$ cat config.mk
export PLATFORM = sky130hd
export DESIGN_NAME = timer_array_flat
export DESIGN_NICKNAME = d
export VERILOG_FILES = /design/src/rtl/timer_array_if.sv /design/src/rtl/timer_array.sv /design/src/flat_wrapper.sv
export SDC_FILE = /design/constraint.sdc
export NUM_CORES = 1
export LEC_CHECK = 0
export BUFFER_PORTS_ARGS = -buffer_cell sky130_fd_sc_hd__buf_2
export CORE_AREA = 2 2 222 224
export CTS_CLUSTER_DIAMETER = 150
export DETAILED_ROUTE_END_ITERATION = 6
export DIE_AREA = 0 0 224 226
export PLACE_DENSITY_LB_ADDON = 0.25
export SLEW_MARGIN = 15
export SYNTH_ARGS = -nofsm -noshare
export SYNTH_HDL_FRONTEND = slang
export SYNTH_SLANG_ARGS = --single-unit
$ cat constraint.sdc
create_clock -name CLK_I -period 4.1 [get_ports CLK_I]
set_clock_uncertainty 0.05 [all_clocks]
set_input_delay 0.82 -clock CLK_I [delete_from_list [all_inputs] [get_ports CLK_I]]
set_output_delay 0.82 -clock CLK_I [all_outputs]
set_load 0.01 [all_outputs]
$ cat src/rtl/timer_array_if.sv
// Bus interface for the timer array: zero-wait-state register bus with
// strobe/write-enable, word address, and separate read/write data paths.
interface timer_array_if #(
    parameter int AW = 6
);
    logic          STB_I;
    logic          WE_I;
    logic [AW-1:0] ADD_I;
    logic [31:0]   DAT_I;
    logic [31:0]   DAT_O;
    logic          ACK_O;

    modport master (
        output STB_I,
        output WE_I,
        output ADD_I,
        output DAT_I,
        input  DAT_O,
        input  ACK_O
    );

    modport slave (
        input  STB_I,
        input  WE_I,
        input  ADD_I,
        input  DAT_I,
        output DAT_O,
        output ACK_O
    );
endinterface

$ cat src/rtl/timer_array.sv
// Array of NCH independent down-counting timers (one-shot, auto-reload,
// square wave, PWM) with a shared sticky interrupt status/enable pair.
module timer_array #(
    parameter int NCH   = 4,
    parameter int WIDTH = 32,
    parameter int AW    = 6
) (
    input  logic             CLK_I,
    input  logic             RST_I,
    timer_array_if.slave     bus,
    output logic [NCH-1:0]   OUT,
    output logic             IRQ_O
);

    typedef enum logic [1:0] {
        MODE_ONESHOT = 2'b00,
        MODE_RELOAD  = 2'b01,
        MODE_SQUARE  = 2'b10,
        MODE_PWM     = 2'b11
    } mode_t;

    localparam logic [AW-1:0] STAT_ADDR = AW'(4 * NCH);
    localparam logic [AW-1:0] IEN_ADDR  = AW'(4 * NCH + 1);

    logic             wr;
    logic [AW-3:0]    ch_sel;
    logic [1:0]       reg_sel;
    logic             stat_wr;
    logic             ien_wr;

    logic [NCH-1:0]   en;
    logic [1:0]       mode    [NCH];
    logic [WIDTH-1:0] preset  [NCH];
    logic [WIDTH-1:0] count   [NCH];
    logic [WIDTH-1:0] compare [NCH];
    logic [NCH-1:0]   ch_wr;
    logic [NCH-1:0]   terminal;

    logic [NCH-1:0]   irq_stat;
    logic [NCH-1:0]   irq_en;
    logic [NCH-1:0]   stat_clr;
    logic [31:0]      rdata;

    assign wr      = bus.STB_I & bus.WE_I;
    assign ch_sel  = bus.ADD_I[AW-1:2];
    assign reg_sel = bus.ADD_I[1:0];
    assign stat_wr = wr && (bus.ADD_I == STAT_ADDR);
    assign ien_wr  = wr && (bus.ADD_I == IEN_ADDR);

    genvar c;
    generate
        for (c = 0; c < NCH; c++) begin : g_ch
            logic             en_q;
            mode_t            mode_q;
            logic [WIDTH-1:0] preset_q;
            logic [WIDTH-1:0] count_q;
            logic [WIDTH-1:0] compare_q;
            logic             out_c;

            // Any write to this channel's window freezes its counter for that cycle.
            assign ch_wr[c]    = wr && (ch_sel == (AW-2)'(c));
            assign terminal[c] = en_q && (count_q == '0) && !ch_wr[c];

            always_ff @(posedge CLK_I or negedge RST_I) begin
                if (!RST_I) begin
                    en_q      <= 1'b0;
                    mode_q    <= MODE_ONESHOT;
                    preset_q  <= '0;
                    count_q   <= '0;
                    compare_q <= '0;
                end else if (ch_wr[c]) begin
                    case (reg_sel)
                        2'd0: begin
                            en_q   <= bus.DAT_I[0];
                            mode_q <= mode_t'(bus.DAT_I[2:1]);
                        end
                        2'd1: begin
                            preset_q <= bus.DAT_I[WIDTH-1:0];
                            count_q  <= bus.DAT_I[WIDTH-1:0];
                        end
                        2'd3:    compare_q <= bus.DAT_I[WIDTH-1:0];
                        default: ;
                    endcase
                end else if (en_q) begin
                    if (count_q != '0) begin
                        count_q <= count_q - 1'b1;
                    end else begin
                        case (mode_q)
                            MODE_ONESHOT: en_q    <= 1'b0;
                            MODE_SQUARE:  count_q <= {preset_q[WIDTH-1:1], 1'b0};
                            default:      count_q <= preset_q;
                        endcase
                    end
                end
            end

            // Square reload is even, so the high half (COUNT < PRESET/2) is exact.
            always_comb begin
                out_c = 1'b0;
                case (mode_q)
                    MODE_ONESHOT: out_c = (count_q == '0);
                    MODE_RELOAD:  out_c = (count_q == '0);
                    MODE_SQUARE:  out_c = (count_q < (preset_q >> 1));
                    MODE_PWM:     out_c = (count_q < compare_q);
                    default:      out_c = 1'b0;
                endcase
            end

            assign OUT[c]     = out_c;
            assign en[c]      = en_q;
            assign mode[c]    = mode_q;
            assign preset[c]  = preset_q;
            assign count[c]   = count_q;
            assign compare[c] = compare_q;
        end
    endgenerate

    // A terminal event on the same edge as a write-1-to-clear wins.
    assign stat_clr = stat_wr ? bus.DAT_I[NCH-1:0] : '0;

    always_ff @(posedge CLK_I or negedge RST_I) begin
        if (!RST_I) begin
            irq_stat <= '0;
            irq_en   <= '0;
        end else begin
            irq_stat <= (irq_stat & ~stat_clr) | terminal;
            if (ien_wr) begin
                irq_en <= bus.DAT_I[NCH-1:0];
            end
        end
    end

    assign IRQ_O = |(irq_stat & irq_en);

    always_comb begin
        rdata = '0;
        for (int i = 0; i < NCH; i++) begin
            if (ch_sel == (AW-2)'(i)) begin
                case (reg_sel)
                    2'd0:    rdata = {29'b0, mode[i], en[i]};
                    2'd1:    rdata = 32'(preset[i]);
                    2'd2:    rdata = 32'(count[i]);
                    default: rdata = 32'(compare[i]);
                endcase
            end
        end
        if (bus.ADD_I == STAT_ADDR) begin
            rdata = 32'(irq_stat);
        end
        if (bus.ADD_I == IEN_ADDR) begin
            rdata = 32'(irq_en);
        end
    end

    assign bus.DAT_O = rdata;
    assign bus.ACK_O = bus.STB_I;

endmodule

$ cat src/flat_wrapper.sv
// flat-port wrapper written by rule: the top's interface ports become plain ports
module timer_array_flat 
#(
    parameter int NCH   = 4,
    parameter int WIDTH = 32,
    parameter int AW    = 6
)
  (CLK_I, RST_I, OUT, IRQ_O, bus_STB_I, bus_WE_I, bus_ADD_I, bus_DAT_I, bus_DAT_O, bus_ACK_O);
  timer_array_if #(.AW(AW)) bus_i ();
  input  logic CLK_I;
  input  logic RST_I;
  output logic [NCH-1:0] OUT;
  output logic IRQ_O;
  input wire logic [$bits(bus_i.STB_I)-1:0] bus_STB_I;
  input wire logic [$bits(bus_i.WE_I)-1:0] bus_WE_I;
  input wire logic [$bits(bus_i.ADD_I)-1:0] bus_ADD_I;
  input wire logic [$bits(bus_i.DAT_I)-1:0] bus_DAT_I;
  output wire logic [$bits(bus_i.DAT_O)-1:0] bus_DAT_O;
  output wire logic [$bits(bus_i.ACK_O)-1:0] bus_ACK_O;
  assign bus_i.STB_I = bus_STB_I;
  assign bus_i.WE_I = bus_WE_I;
  assign bus_i.ADD_I = bus_ADD_I;
  assign bus_i.DAT_I = bus_DAT_I;
  assign bus_DAT_O = bus_i.DAT_O;
  assign bus_ACK_O = bus_i.ACK_O;
  timer_array #(.NCH(NCH), .WIDTH(WIDTH), .AW(AW)) u_core (.CLK_I(CLK_I), .RST_I(RST_I), .bus(bus_i), .OUT(OUT), .IRQ_O(IRQ_O));
endmodule
# Yosys cells after proc, flatten, opt, wreduce, memory -nomap -nowiden
# Index checks and enable logic that the tools add are counted.
dict set report totals {
  mem_bits_rw 0
  mem_count 0
  latchBits 0
  output_inout_bits 38
  reg_bits 404
  inputBits 42
  word_cells 177
  romBits 0
}
dict set report op_classes {
  multipliers 0
  mux 49
  reduce_logical 57
  magnitude_cmp 8
  add_sub_neg 4
  shifts 0
  eq_ne 32
  div 0
  bitwise 5
}
# op count
set ops {}
lappend ops {{$mux 32} 19}
lappend ops {{$pmux 32 s3} 4}
lappend ops {{$pmux 32 s2} 4}
lappend ops {{$logic_not 32->1} 4}
lappend ops {{$lt 32x31->1} 4}
lappend ops {{$lt 32x32->1} 4}
lappend ops {{$reduce_bool 32->1} 4}
lappend ops {{$sub 32x1->32 const B} 4}
lappend ops {{$reduce_and 2->1} 12}
lappend ops {{$eq 2x2->1 const B} 10}
lappend ops {{$mux 1} 17}
lappend ops {{$ne 2x2->1 const B} 8}
lappend ops {{$logic_and 1x1->1} 14}
lappend ops {{$eq 6x5->1 const B} 2}
lappend ops {{$ne 3x1->1 const B} 4}
lappend ops {{$pmux 1 s3} 4}
lappend ops {{$reduce_and 3->1} 4}
lappend ops {{$eq 2x1->1 const B} 5}
lappend ops {{$logic_not 2->1} 5}
lappend ops {{$and 4x4->4} 2}
lappend ops {{$eq 4x2->1 const B} 2}
lappend ops {{$reduce_bool 2->1} 4}
lappend ops {{$reduce_or 2->1} 4}
lappend ops {{$eq 4x1->1 const B} 1}
lappend ops {{7 further kinds} 10}

# Depth between registers and ports, before layout
# Gate-level depths: netlist of the first run.
dict set report depth {
  ltp_word 8
  ltp_mapped 12
  mapped_depth_nobuf 9
}

# Least setup slack after synthesis of the first run
# Ideal clock, no wire load.
dict set report synth_path {
  kind {input port to output port}
  startpoint {input bus_ADD_I[0]}
  endpoint {output bus_DAT_O[10]}
  stages 7
  path_slack_ps 198
  required_ps 3230
  arrival_ps 3032
  n_path_buf 4
  cell_sequence {clkbuf_1 clkbuf_1 buf_1 clkbuf_1 mux2_2 a22oi_1 o221ai_1}
}
dict set report synth_between {
  elab_chain_cells 8
  elab_cells_between_ends 15
  cone_classes {4 x eq/ne; 10 x mux; 1 x reduce/logical}
}
# element line_no
set synth_lines {}
lappend synth_lines {{start: declaration} flat_wrapper.sv:16} ;# input wire logic [$bits(bus_i.ADD_I)-1:0] bus_ADD_I;
lappend synth_lines {{$eq 2x2->1, or another cell as far along} timer_array.sv:139} ;# case (reg_sel)
lappend synth_lines {{$pmux 32 s3} timer_array.sv:139}
lappend synth_lines {{$mux 32 (4 in a row)} timer_array.sv:138} ;# if (ch_sel == (AW-2)'(i)) begin
lappend synth_lines {{$mux 32} timer_array.sv:147} ;# if (bus.ADD_I == STAT_ADDR) begin
lappend synth_lines {{$mux 32 (*)} timer_array.sv:150} ;# if (bus.ADD_I == IEN_ADDR) begin
lappend synth_lines {{end: declaration} flat_wrapper.sv:18} ;# output wire logic [$bits(bus_i.DAT_O)-1:0] bus_DAT_O;
# Mark *: on every way between the ends. The rest lies on a longest branch, timed or not.

# Final worst setup path of the first run
dict set report layout_path {
  startpoint {register u_core.g_ch[3].count_q[1]}
  endpoint {output OUT[3]}
}
dict set report layout_between {
  elab_chain_cells 2
  elab_cells_between_ends 4
  cone_classes {2 x order compare; 1 x mux; 1 x reduce/logical}
}
# element line_no
set layout_lines {}
lappend layout_lines {{start: declaration} timer_array.sv:56} ;# logic [WIDTH-1:0] count_q;
lappend layout_lines {{start signal: assignment} timer_array.sv:79} ;# count_q <= bus.DAT_I[WIDTH-1:0];
lappend layout_lines {{start signal: assignment} timer_array.sv:86} ;# count_q <= count_q - 1'b1;
lappend layout_lines {{start signal: assignment} timer_array.sv:90} ;# MODE_SQUARE: count_q <= {preset_q[WIDTH-1:1], 1'b0};
lappend layout_lines {{$lt 32x32->1, or another cell as far along} timer_array.sv:104} ;# MODE_PWM: out_c = (count_q < compare_q);
lappend layout_lines {{$pmux 1 s3 (*)} timer_array.sv:100} ;# case (mode_q)
lappend layout_lines {{end: declaration} flat_wrapper.sv:12} ;# output logic [NCH-1:0] OUT;
# Marks and branches as above.

==> summary.txt, run 1 <==
reg-to-reg endpoint: u_core.g_ch[3].count_q[30]$_DFFE_PN0P_
dpl cells: 3,917
Critical Path Sink Type: output port
status: complete, but fails checks
Int Power: 9.46 mW
Pins Over Slew Limit: 0
CP peak stage delay: 0.55 ns
net switching power: 5.79 mW
die area: 0.0506 mm2
Net Sw Frac: 38.0%
Tot GR Track Use: 42.1%
Reg-to-Reg Start: u_core.g_ch[3].count_q[1]$_DFFE_PN0P_
die width: 224 um
largest net degree at the start of global routing: 98
Synth Register Bits: 404
Clk pin slew, worst setup/hold paths: 0.06 ns
Worst Setup SP: u_core.g_ch[3].count_q[1]$_DFFE_PN0P_
Flop pwr share: 37.6%
Max Cap Viol: 0
Die Ht: 226 um
fin area: 0.0316 mm2
area of the core: 0.0483 mm2
Synth async-reset ratio: 100%
crit-path leading delay family: simple AND/OR/NAND/NOR gates
crit path max fanout: 5
area occupied by multi-input gates: 0.0167 mm2
Nets: 3,640
CTS Buf Count: 48
post-synthesis average cell area: 8.57 um2
Fin Hold WS: 0.174 ns
RSZ-0062 raised after global routing: true
IO Pins: 80
Setup crit start kind: register
initial core utilization: 59.2%
syn nets: 3,628
Critical Path End: OUT[3]
Yosys cell types: 81
total power: 15.3 mW
Setup violations, final: 0
WP data arrival: 3.21 ns
grt ovf: 0
CTS root buf: clkbuf_16
vias: 27.4k
deepest clock path buffer count: 3
Crit-path slowest cell: or4_4
drt wl/cell: 26.6 um
initial antenna violation count: 2
register area share after synthesis: 35.3%
global-route wire length before repair: 160,000 um
EDFF count, synth: 0
antenna fix cells: 0
Area Growth Syn to Fin: 10.6%
vias in the first global route: 26.5k
minimum clock period: 4.08 ns
Post-Syn Area: 0.0286 mm2
placed cell areas: 0.0299 mm2
post-DP HPWL: 75,400 um
RePlAce Congestion: 1.02
routed wire length: 107,000 um
CP Depth: 8
fmax: 0.245 GHz
peak supply drop: 0.345 mV
fin cells: 4,009
Cell Rows: 81
CTS tree: yes
violated checks: design-rule violations
Final Hold Fails: 0
CP cell instances: inv_1 > ha_4 > or4b_4 > or3_4 > or4_4 > o22a_1 > o211ai_1 > buf_2
initial DRC count: 3,144
r2r setup slk: 0.48 ns
crit path kind: register to output port
layout cells sized above 1: 15.4%
Crit path buffers/inverters: 2
R2R cell count: 11
ANT nets after route: 0
LEAKAGE: 14.4 nW
Relative slew margins: 37.9%
DR DRC count: 1
CTS hold repair buffers: 0
ys flop type: dfrtp_1
clk sinks: 404
Tcrit/Tclk final: 99.4%
vias per cell: 6.82
# H-tree levels: 2
Synth Instances: 3,338
worst endpoint required time: 3.23 ns
Clk pwr share: 29.7%
Clock Latency Late Sink: 0.62 ns
P per Cell Area: 482 mW/mm2
port buffer count: 79
Comb pwr share: 32.7%
worst slew pin tran: 0.932 ns
fillers: 4,052
Hold WC Path Type: primary input to asynchronous set/reset pin
FF+latch area: 0.0101 mm2
Yosys warnings: 0
drt pass-1 iters: 7
## how the worst min path moves through the flow
stage	from	to
floorplan	u_core.g_ch[0].compare_q[3]$_DFFE_PN0P_	u_core.g_ch[0].compare_q[3]$_DFFE_PN0P_
global placement	u_core.g_ch[1].preset_q[0]$_DFFE_PN0P_	u_core.g_ch[1].preset_q[0]$_DFFE_PN0P_
detailed placement	u_core.g_ch[1].preset_q[3]$_DFFE_PN0P_	u_core.g_ch[1].preset_q[3]$_DFFE_PN0P_
CTS	RST_I	u_core.g_ch[1].compare_q[13]$_DFFE_PN0P_
global route	RST_I	u_core.g_ch[1].compare_q[13]$_DFFE_PN0P_
finish	RST_I	u_core.g_ch[1].compare_q[13]$_DFFE_PN0P_
## metal layers
metal	part of all wire, %	up-vias	GRT usage [%]	routed length, um
li1	-	12100	-	-
met1	38	13200	53.6	40800
met2	43	1636	62.8	45400
met3	10	414	9.45	11200
met4	8.7	2	31.5	9290
met5	0.014	-	0	15
## cells in the final DEF (no fill, tap or decap), types with 15 or more instances in the layout
cell type  Yosys  final
a211oi_1      44     44
a21o_1        23     23
a21oi_1      225    225
a221oi_1      42     41
a22oi_1       87     87
a31oi_1       42     42
buf_2          5     76
buf_4          5    103
clkbuf_16      0     49
dfrtp_1      404    399
ha_1         248    247
inv_1        269    268
mux2_2       181    181
mux4_2        15     15
nand2_1      408    408
nand2b_1      22     22
nand3_1       40     39
nand4_1       35     35
nor2_1       186    178
nor3_1        59     57
nor4_1        30     28
o211ai_1      50     50
o21ai_0      363    359
o221ai_1      30     29
o22ai_1       18     17
or3_1         29     27
or4_1         21     19
xnor2_1       26     26
xor2_1        26     26
## flip-flops by register name, indices dropped and copies added (netlist names)
| name | count |
|---|---|
| u_core.g_ch.compare_q | 128 |
| u_core.irq_en | 4 |
| u_core.g_ch.en_q | 4 |
| u_core.g_ch.preset_q | 128 |
| u_core.g_ch.count_q | 128 |
| u_core.irq_stat | 4 |
| u_core.g_ch.mode_q | 8 |
## kinds of logic (layout without fill, tap and decap cells)
kind of cell	after synthesis	in the layout	synth area share, %
buffers and inverters	497	546	6.69
xor gates and xnor gates	52	52	1.59
and+or+nand+nor	902	902	14.5
muxes	200	200	8.44
adders and majority gates	248	248	10.8
AOI/OAI and AO/OA	1035	1035	22.6
DFF	404	404	35.3
## cell usage after synthesis, types with 44 or more instances
cell type | number | area [um2]
o211ai_1 | 50 | 375
nand2_1 | 408 | 1530
a211oi_1 | 44 | 330
dfrtp_1 | 404 | 10100
o21ai_0 | 363 | 1820
inv_1 | 269 | 1010
ha_1 | 248 | 3100
nor2_1 | 186 | 698
mux2_2 | 181 | 2040
a22oi_1 | 87 | 653
clkbuf_1 | 200 | 751
nor3_1 | 59 | 295
a21oi_1 | 225 | 1130
## per-stage QoR
step	setup WS (ns)	setup TNS, ns	utilization (%)
after global routing	-0.0327	-0.0327	65.5
after detailed placement	0.312	0	61.8
after global placement	0.326	0	61.8
after floorplan	0.198	0	-
final	0.0244	0	65.5
after CTS	0.00754	0	65.3
## cell type report
type                            count  share of cell area, %
Inverter                          269                   3.19
Clock buffer                       69                   4.52
Multi-Input combinational cell   2437                   52.9
Tap cell                          622                   2.46
Sequential cell                   404                   32.0
Timing Repair Buffer              190                   4.30
Clock inverter                     18                  0.656
## power groups by stage
stage | clock (mW) | combinational, mW | sequential [mW]
2_1_floorplan | 0 | 3.40 | 5.36
3_3_place_gp | 0 | 4.58 | 5.73
3_5_place_dp | 0 | 4.77 | 5.75
4_1_cts | 4.55 | 4.86 | 5.68
5_1_grt | 4.71 | 5.52 | 5.81
6_report | 4.52 | 4.98 | 5.74
## timing repair
action	in CTS	in global routing
endpoints found under the hold margin	0	0
setup endpoints to repair	3	4
buffers inserted	3	2
pin swaps	1	2
gates resized for setup	13	15
Power figures use the tool's default switching activity.
==> run 2, diff against run 1 <==
--- a/config.mk
+++ b/config.mk
@@ -10,7 +10,9 @@
 export CTS_CLUSTER_DIAMETER = 150
 export DETAILED_ROUTE_END_ITERATION = 6
 export DIE_AREA = 0 0 224 226
+export HOLD_SLACK_MARGIN = 0.03
 export PLACE_DENSITY_LB_ADDON = 0.25
+export SETUP_SLACK_MARGIN = 0.4
 export SLEW_MARGIN = 15
 export SYNTH_ARGS = -nofsm -noshare
 export SYNTH_HDL_FRONTEND = slang
==> run 2 against run 1 <==
  * The run still ends with design-rule violations left
  * Critical endpoint unchanged
  * Core utilization is 1.3 points higher
  * Largest power group unchanged
  * Critical path depth stayed put
  * Clock power is 4.6% lower
  * Largest cell class unchanged
==> summary.txt, run 2 (same netlist as run 1, synthesis figures left out) <==
status: complete, but fails checks
violated checks: design-rule violations
Reg-to-Reg Start: u_core.g_ch[0].count_q[1]$_DFFE_PN0P_
CTS tree: yes
die width: 224 um (unchanged)
Relative slew margins: 30.2% (-7.7 points)
clk sinks: 404 (unchanged)
FF+latch area: 0.0102 mm2 (+0.62%)
DR DRC count: 4 (+3)
Max Cap Viol: 0 (unchanged)
grt ovf: 0 (unchanged)
Crit-path slowest cell: or4_4
WP data arrival: 3.03 ns (-0.18 ns)
Nets: 3,681 (+1.1%)
most common cell after layout, fill and taps aside: nand2_1
drt pass-1 iters: 7 (unchanged)
Die Ht: 226 um (unchanged)
LEAKAGE: 14.5 nW (+1.1%)
initial DRC count: 3,402 (+8.2%)
peak supply drop: 0.544 mV (+58%)
worst endpoint required time: 3.23 ns (about the same)
vias: 27.9k (+2.1%)
Critical Path End: OUT[3]
final core occ: 66.7% (+1.3 points)
R2R cell count: 12 (+1)
dpl cells: 3,911 (-0.15%)
P per Cell Area: 484 mW/mm2 (+0.46%)
Area Growth Syn to Fin: 12.8%
CP Depth: 8 (unchanged)
area occupied by multi-input gates: 0.0170 mm2 (+1.7%)
Setup crit start kind: register
reg-to-reg endpoint: u_core.g_ch[0].count_q[20]$_DFFE_PN0P_
crit-path leading delay family: simple AND/OR/NAND/NOR gates
Worst Setup SP: u_core.g_ch[3].count_q[0]$_DFFE_PN0P_
largest registers: u_core.g_ch.compare_q (128), u_core.g_ch.count_q (128), u_core.g_ch.preset_q (128)
crit path max fanout: 2 (-3)
RSZ-0062 raised after global routing: true
Cell Rows: 81 (unchanged)
Clock Latency Late Sink: 0.60 ns (-0.02 ns)
global-route wire length before repair: 165,000 um (+3.2%)
most frequent cells in the layout: nand2_1, o21ai_0, dfrtp_1
# H-tree levels: 2 (unchanged)
area of the core: 0.0483 mm2 (unchanged)
CP cell instances: inv_2 > ha_4 > or4b_4 > or3_4 > or4_4 > o22a_1 > o211ai_1 > buf_2
Tcrit/Tclk final: 95.1% (-4.3 points)
largest net degree at the start of global routing: 93 (-5.1%)
routed wire length: 112,000 um (+4.7%)
post-DP HPWL: 77,300 um (+2.6%)
Pins Over Slew Limit: 0 (unchanged)
fillers: 3,967 (-2.1%)
ANT nets after route: 0 (unchanged)
initial antenna violation count: 5 (+3)
Setup violations, final: 0 (unchanged)
CTS hold repair buffers: 0 (unchanged)
CTS Buf Count: 48 (unchanged)
initial core utilization: 59.2% (unchanged)
Critical Path Sink Type: output port
Final Hold Fails: 0 (unchanged)
port buffer count: 79 (unchanged)
Hold WC Path Type: primary input to asynchronous set/reset pin
Clk pin slew, worst setup/hold paths: 0.06 ns (about the same)
vias in the first global route: 26.3k (-0.96%)
Tot GR Track Use: 43.8% (+1.8 points)
worst slew pin tran: 1.04 ns (+0.107 ns)
minimum clock period: 3.90 ns (-0.176 ns)
crit path kind: register to output port
deepest clock path buffer count: 3 (unchanged)
layout cells sized above 1: 19.0% (+3.6 points)
CP peak stage delay: 0.56 ns (about the same)
total power: 15.6 mW (+2.4%)
drt wl/cell: 27.6 um (+3.7%)
fin cells: 4,050 (+1.0%)
vias per cell: 6.90 (+1.0%)
CTS root buf: clkbuf_16
r2r setup slk: 0.55 ns (+0.07 ns)
die area: 0.0506 mm2 (unchanged)
fmax: 0.256 GHz (+4.5%)
setup TNS: 0 ns (unchanged)
RePlAce Congestion: 1.04 (+1.5%)
Crit path buffers/inverters: 2 (unchanged)
IO Pins: 80 (unchanged)
==> run 2: how the worst min path moves through the flow <==
stage          slack, ns                                       end
3_3_place_gp        0.45    u_core.g_ch[2].preset_q[0]$_DFFE_PN0P_
2_1_floorplan       0.42   u_core.g_ch[0].compare_q[3]$_DFFE_PN0P_
5_1_grt             0.26   u_core.g_ch[1].compare_q[7]$_DFFE_PN0P_
4_1_cts             0.24  u_core.g_ch[1].compare_q[13]$_DFFE_PN0P_
6_report            0.19  u_core.g_ch[1].compare_q[13]$_DFFE_PN0P_
3_5_place_dp        0.45   u_core.g_ch[0].compare_q[2]$_DFFE_PN0P_
==> run 2: timing repair <==
action | 4_1_cts | 5_1_grt
pin swaps | 18 | 13
gates cloned | 0 | 0
buffers inserted | 42 | 10
setup endpoints to repair | 40 | 34
endpoints found under the hold margin | 0 | 0
resized for setup | 103 | 46
==> run 2: final cells by class <==
class | instances | area share (%)
diodes | 3 | 0.0233
repair buffers | 231 | 5.36
flip-flops and latches | 404 | 31.5
multi-input cells | 2437 | 52.8
inverters | 269 | 3.13
well taps | 622 | 2.41
clock buffers | 74 | 4.46
clock inverters | 10 | 0.310
==> run 2: through the flow <==
step	instance area [um2]	hold WS, ns	worst slack [ns]
floorplan	28600	0.416	0.395
global placement	29900	0.455	0.290
detailed placement	29900	0.449	0.236
CTS	32000	0.239	0.212
global route	32300	0.263	0.171
finish	32300	0.190	0.200
==> run 2: power breakdown <==
group | internal (mW) | switching, mW | total, mW | leakage [nW]
Sequential | 4.68 | 1.19 | 5.87 | 4.61
Combinational | 2.37 | 3.06 | 5.44 | 9.15
Clock | 2.52 | 1.79 | 4.31 | 0.765
==> run 2: metal layers <==
metal / routed length [um] / part of all wire [%] / vias to the layer above / track usage [%]
met4: 10700 / 9.6 / 4 / 34.6
li1: - / - / 12200 / -
met3: 13000 / 12 / 487 / 12.7
met2: 46400 / 42 / 1799 / 64.0
met1: 41500 / 37 / 13500 / 54.4
met5: 84 / 0.075 / - / 0
